### src/rtl/neuron_mac_seq.sv
// Sequencer + multiply-accumulate for one neuron: steps the upstream x mux through
// x1, x2 and the bias constant, accumulates weight*x, and hands off sum + step activation.
module neuron_mac_seq #(
   parameter int XW   = 7,
   parameter int ACCW = 16
) (
   input  logic            clk,
   input  logic            rst_n,
   input  logic            start,
   input  logic [XW-1:0]   w1,
   input  logic [XW-1:0]   w2,
   input  logic [XW-1:0]   wb,
   input  logic [XW-1:0]   x_in,
   output logic [1:0]      sel,
   output logic            busy,
   output logic            out_valid,
   input  logic            out_ready,
   output logic [ACCW-1:0] y_sum,
   output logic            y_act
);

   typedef enum logic [2:0] {
      S_IDLE = 3'd0,
      S_X1   = 3'd1,
      S_X2   = 3'd2,
      S_XB   = 3'd3,
      S_DONE = 3'd4
   } state_e;

   localparam int PW = 2 * XW;

   state_e            state_q, state_d;
   logic [XW-1:0]     w1_q, w1_d;
   logic [XW-1:0]     w2_q, w2_d;
   logic [XW-1:0]     wb_q, wb_d;
   logic [ACCW-1:0]   acc_q, acc_d;

   logic signed [XW-1:0] w_cur;
   logic signed [XW-1:0] x_cur;
   logic signed [PW-1:0] prod;
   logic [ACCW-1:0]      prod_ext;
   logic                 load;

   // Weight feeding the multiplier follows the operand the mux is currently returning.
   always_comb begin
      w_cur = '0;
      case (state_q)
         S_X1:    w_cur = $signed(w1_q);
         S_X2:    w_cur = $signed(w2_q);
         S_XB:    w_cur = $signed(wb_q);
         default: w_cur = '0;
      endcase
   end

   assign x_cur    = $signed(x_in);
   assign prod     = w_cur * x_cur;
   assign prod_ext = {{(ACCW-PW){prod[PW-1]}}, prod};

   always_comb begin
      state_d = state_q;
      load    = 1'b0;
      case (state_q)
         S_IDLE: begin
            if (start) begin
               load    = 1'b1;
               state_d = S_X1;
            end
         end
         S_X1:   state_d = S_X2;
         S_X2:   state_d = S_XB;
         S_XB:   state_d = S_DONE;
         S_DONE: begin
            // start only counts once the current result has been taken.
            if (out_ready) begin
               if (start) begin
                  load    = 1'b1;
                  state_d = S_X1;
               end else begin
                  state_d = S_IDLE;
               end
            end
         end
         default: state_d = S_IDLE;
      endcase
   end

   always_comb begin
      w1_d  = w1_q;
      w2_d  = w2_q;
      wb_d  = wb_q;
      acc_d = acc_q;
      if (load) begin
         w1_d  = w1;
         w2_d  = w2;
         wb_d  = wb;
         acc_d = '0;
      end else if (state_q == S_X1 || state_q == S_X2 || state_q == S_XB) begin
         acc_d = acc_q + prod_ext;
      end
   end

   always_ff @(posedge clk or negedge rst_n) begin
      if (!rst_n) begin
         state_q <= S_IDLE;
         w1_q    <= '0;
         w2_q    <= '0;
         wb_q    <= '0;
         acc_q   <= '0;
      end else begin
         state_q <= state_d;
         w1_q    <= w1_d;
         w2_q    <= w2_d;
         wb_q    <= wb_d;
         acc_q   <= acc_d;
      end
   end

   always_comb begin
      sel = 2'b00;
      case (state_q)
         S_X2:    sel = 2'b01;
         S_XB:    sel = 2'b10;
         default: sel = 2'b00;
      endcase
   end

   assign busy      = (state_q == S_X1) || (state_q == S_X2) || (state_q == S_XB);
   assign out_valid = (state_q == S_DONE);
   assign y_sum     = acc_q;
   assign y_act     = ~acc_q[ACCW-1];

endmodule
### config.mk
export PLATFORM = sky130hd
export DESIGN_NAME = neuron_mac_seq
export DESIGN_NICKNAME = d
export VERILOG_FILES = /design/src/rtl/neuron_mac_seq.sv
export SDC_FILE = /design/constraint.sdc
export NUM_CORES = 1
export LEC_CHECK = 0
export BUFFER_PORTS_ARGS = -buffer_cell sky130_fd_sc_hd__buf_4
export CAP_MARGIN = 10
export CORE_MARGIN = 5
export CORE_UTILIZATION = 40
export DETAILED_ROUTE_END_ITERATION = 10
export HOLD_SLACK_MARGIN = 0.05
export SLEW_MARGIN = 25
export SYNTH_ARGS = -nofsm -noshare
export SYNTH_HDL_FRONTEND = slang
export SYNTH_SLANG_ARGS = --single-unit
### constraint.sdc
create_clock -name clk -period 9.2 [get_ports clk]
set_input_delay 1.38 -clock clk [delete_from_list [all_inputs] [get_ports clk]]
set_output_delay 1.38 -clock clk [all_outputs]
set_load 0.02 [all_outputs]
* Yosys cells after proc, flatten, opt, wreduce, memory -nomap -nowiden
Index checks and enable logic that the tools add are counted.
Word-level totals: input bits 32, register bits after elaboration 40, output and inout bits 21, word-level logic and storage cells 30
Cells by class: add/subtract/negate cells 1, reductions and logical operators 5, multipliers 1, muxes and demuxes 11, bitwise logic cells 1, equal/unequal tests 6
Operators with widths (count):
- 16-bit 2-to-1 mux | 2
- 7-bit one-hot mux with 3 select lines | 1
- 16-bit adder | 1
- 3-bit one-hot mux with 5 select lines | 1
- 7-bit by 7-bit multiplier with 14-bit output | 1
- 3-bit by 2-bit equality test with 1-bit output, second input constant | 2
- 3-bit 2-to-1 mux | 2
- 2-bit one-hot mux with 2 select lines | 1
- 3-bit by 1-bit equality test with 1-bit output, second input constant | 1
- 3-bit equality test, second input constant | 1
- 3-bit logical NOT | 1
- 1-bit 2-to-1 mux | 3
- 1-bit logical OR | 2
- 2-bit by 1-bit != test with 1-bit output, second input constant | 1
- 2-bit != test, second input constant | 1
- 1-bit one-hot mux with 2 select lines | 1
- 2-bit AND reduction | 1
- 2-bit nonzero test | 1
- 1-bit inverter | 1

* Logic depth before layout (Yosys ltp)
depth in word-level cells 6, mapped depth 30, depth with buffers taken out 28

* Worst setup path after synthesis
OpenSTA, ideal clock, no wires.
path kind input-to-reg, start point in x_in[3], end point reg acc_q[15] (netlist: y_sum[15]), library setup time 0.133 ns, data arrival time 6.151 ns, stages 22, path buffers 0, slack 2.916 ns, cells stage by stage and2_1 fa_1 inv_1 fa_1 inv_1 fa_1 inv_1 fa_1 inv_1 ha_1 nor4_1 o21ai_1 a41oi_1 xnor2_1 ha_1 a21o_1 a21oi_1 o21a_1 a31o_1 xnor2_1 a31oi_1 o31ai_1
On the way: cells in the longest elaborated chain, start to end 4
RTL lines:
- start, declared | RTL line 13 | input logic [XW-1:0] x_in,
- 7-bit by 7-bit multiplier with 14-bit output | RTL line 56 | assign prod = w_cur * x_cur;
- 16-bit adder | RTL line 98 | acc_d = acc_q + prod_ext;
- 16-bit 2-to-1 mux | RTL line 97 | end else if (state_q == S_X1 || state_q == S_X2 || state_q == S_XB) begin
- 16-bit 2-to-1 mux | RTL line 92 | if (load) begin
- end signal, assigned | RTL line 108 | acc_q <= '0;
- end signal, assigned | RTL line 114 | acc_q <= acc_d;
- end, declared | RTL line 36 | logic [ACCW-1:0] acc_q, acc_d;
No other way between the ends. The select of a mux whose other input is x is not followed. A chain may end at the register's enable or synchronous reset.

* Final worst setup path
start point reg state_q[0], end point reg acc_q[15] (netlist: y_sum[15])
On the way: cells in the longest elaborated chain, start to end 6, elaborated cells between the ends (all ways) 14, classes of those cells add/sub: 1; mul: 1; eq/ne: 4; mux: 4; reduce/logical: 4
RTL lines:
- start, declared | RTL line 32 | state_e state_q, state_d;
- start signal, assigned | RTL line 110 | state_q <= state_d;
- 3-bit by 2-bit equality test with 1-bit output / 3-bit by 1-bit equality test with 1-bit output (equally long branches) | RTL line 47, 97
- 7-bit one-hot mux with 3 select lines | RTL line 47 | case (state_q)
- 7-bit by 7-bit multiplier with 14-bit output | RTL line 56
- 16-bit adder | RTL line 98
- 16-bit 2-to-1 mux | RTL line 97
- 16-bit 2-to-1 mux | RTL line 92
Several ways; a longest one is shown, not always the timed one. The select of a mux whose other input is x is not followed.

==> metrics.cfg <==
[placed_design]
gp_congestion=0.843
port_buffers=52
dp_hpwl_um=7430
dp_slack_ps=2220

[logic_synthesis]
synth_top_area_share_pct=23.1
synth_edf_count=0
syn_inst=462
synthTopCellsByCount=inv_1, ha_1, dfrtp_1, fa_1
synth.area.top_cells=dfrtp_1, fa_1, ha_1, mux2_2, inv_1
ys_ff_latch=40
synth-async-reset-ratio_pct=100
synth.yosys.seq_area_share_pct=23.1
synth_top_cell_by_area=dfrtp_1
yosys_warnings=0
syn_area_per_cell_um2=9.39
synth_ff_type=dfrtp_1
syn_area_um2=4340
synth_cell_types=46
syn_nets=577
yosysMostFrequentCell=inv_1

[finish]
multi_input_area_um2=3020
nFillCells=1091
final_util_pct=46.4
ff_latch_area_um2=1000
layout-drive-gt1-share_pct=18.4
num_antenna_cells=0
syn2layout_area_growth_pct=14.8
nets=626

[global_routing]
use_met2_pct=25.4
grt_max_degree=41
overflow=0
grt_use_met1_pct=19.7
grt.met3_usage_pct=2.91
track_usage_pct=14.8
top_usage_layer=met2
grt_pass1_vias=3389
grt_pass1_wl_um=16000
antenna_found_initial=0

[routing]
drt_first_pass_iters=4
post_drt_via_cell_ratio=5.01
drc=0
routed_wl_um=9130
vias=3266
routedWlPerCell_um=14.0
ant_nets=0
drt_iter0_drc=132

[sta]
setup_ws_ps=2350
max_slew.worst_pin.slew_ps=591
fin_crit_ps=6850
setup_violations=0
hold_viol=0
finalSetupTns_ps=0
slew_headroom_pct=60.6
clock_skew_ps=6.00
fmax_mhz=146
timing.final.crit_share_pct=74.4
drv_slew=0
rsz0062_at_grt=false

[critical_path]
crit_path_end_kind=register
worstRegToRegCells=26
cp_max_fo=15
startpoint_type=register
crit_type=reg2reg
cp.required_ps=9370
worstPathArrival_ps=7020

[die]
die_x_um=114
rows=38
initial_utilization_pct=40.4
core_area_um2=10700
ios=53
dieArea_um2=13000
die_h_um=114

[clock_tree]
root_buffer=clkbuf_8
cts_tree=built
path_clk_slew_ps=90
post_cts_resize_count=0
cts_made_buffers=5
htree_levels=2
clock_latency_ps=300
hold_buffers=0
cts_setup_buffers=0
clock_sinks=40
clock_path_buffers=2

[status]
status=finished, final reports clean

[run]
max_cap_viol_count=0

[min_path]
worst_hold_path.num_cells=1
hold_path_class=reg2reg

## cell usage in the layout, fill, tap and decap left out, drive strengths merged, types with 7 or more instances in the layout
| cell | n |
|---|---|
| nand3 | 17 |
| nand2 | 23 |
| fa | 40 |
| xnor2 | 17 |
| mux2 | 28 |
| dfrtp | 40 |
| inv | 75 |
| buf | 53 |
| ha | 43 |
| a21oi | 12 |
| o21ai | 22 |
| and2 | 33 |
| xor2 | 7 |
| nor2 | 33 |
## sequential cells by signal (all words and copies together) (netlist names)
| name | cells |
|---|---|
| wb_q | 7 |
| state_q | 3 |
| w2_q | 7 |
| w1_q | 7 |
| y_sum | 16 |
## worst paths after layout
path | slack (ps) | from | end
worst max-delay path | 2350 | state_q[0] | y_sum[15]
worst min-delay path | 510 | wb_q[2] | wb_q[2]
worst max register to register | 2350 | state_q[0] | y_sum[15]
worst min register to register | 510 | wb_q[2] | wb_q[2]
max in group asynchronous | 7780 | rst_n | state_q[0]
min in group asynchronous | 1040 | rst_n | y_sum[0]
## per-layer routing
layer  vias to the layer above  wire (um)
li1                       1625          -
met1                      1563       4230
met2                        71       4410
met3                         7        419
met4                         0         61
met5                         -          0
## worst max-delay path, cell delays in order, from the launching register on
cell and delay (ps):
dfrtp_1 700, mux2_2 400, a21oi_1 140, nor2_1 120, nand2_1 220, inv_1 80, fa_1 580, inv_1 150
fa_1 550, inv_1 50, fa_1 520, inv_1 50, fa_1 550, inv_1 50, ha_1 340, o21ai_0 90
o21bai_1 180, a41oi_1 150, xnor2_1 420, ha_1 360, a21o_1 180, a21oi_1 220, o21a_1 150, a31o_1 100
xnor2_1 80, a31oi_1 180, o31ai_1 90
## metrics by stage
stage | cell area [um^2] | hold slack, ps | instances
after floorplan | 4340 | 474 | 462
after global placement | 4870 | 486 | 644
after detailed placement | 4870 | 488 | 644
after CTS | 4980 | 510 | 652
after global routing | 4980 | 531 | 652
final | 4980 | 510 | 652
## cells by family (layout without fill, tap and decap cells)
logic type	Yosys count	in the layout	synth area share (%)
XOR/XNOR	24	24	4.84
flip-flops	40	40	23.1
AND/OR/NAND/NOR	126	126	14.5
AO/OA/AOI/OAI	75	75	11.8
adder cells (fa/ha/maj)	83	83	30.9
multiplexers	29	29	7.50
buffers and inverters	85	135	7.44
## area by class of cell
class / count / share of cell area, %
flip-flops and latches: 40 / 20.1
multi-input cells: 337 / 60.5
clock inverters: 3 / 0.929
inverters: 74 / 5.58
repair buffers: 53 / 7.99
well taps: 140 / 3.52
clock buffers: 5 / 1.38
Power is left out: the tool's default activity adds up to more than one toggle a clock period on the data nets, which glitch-free logic cannot reach.
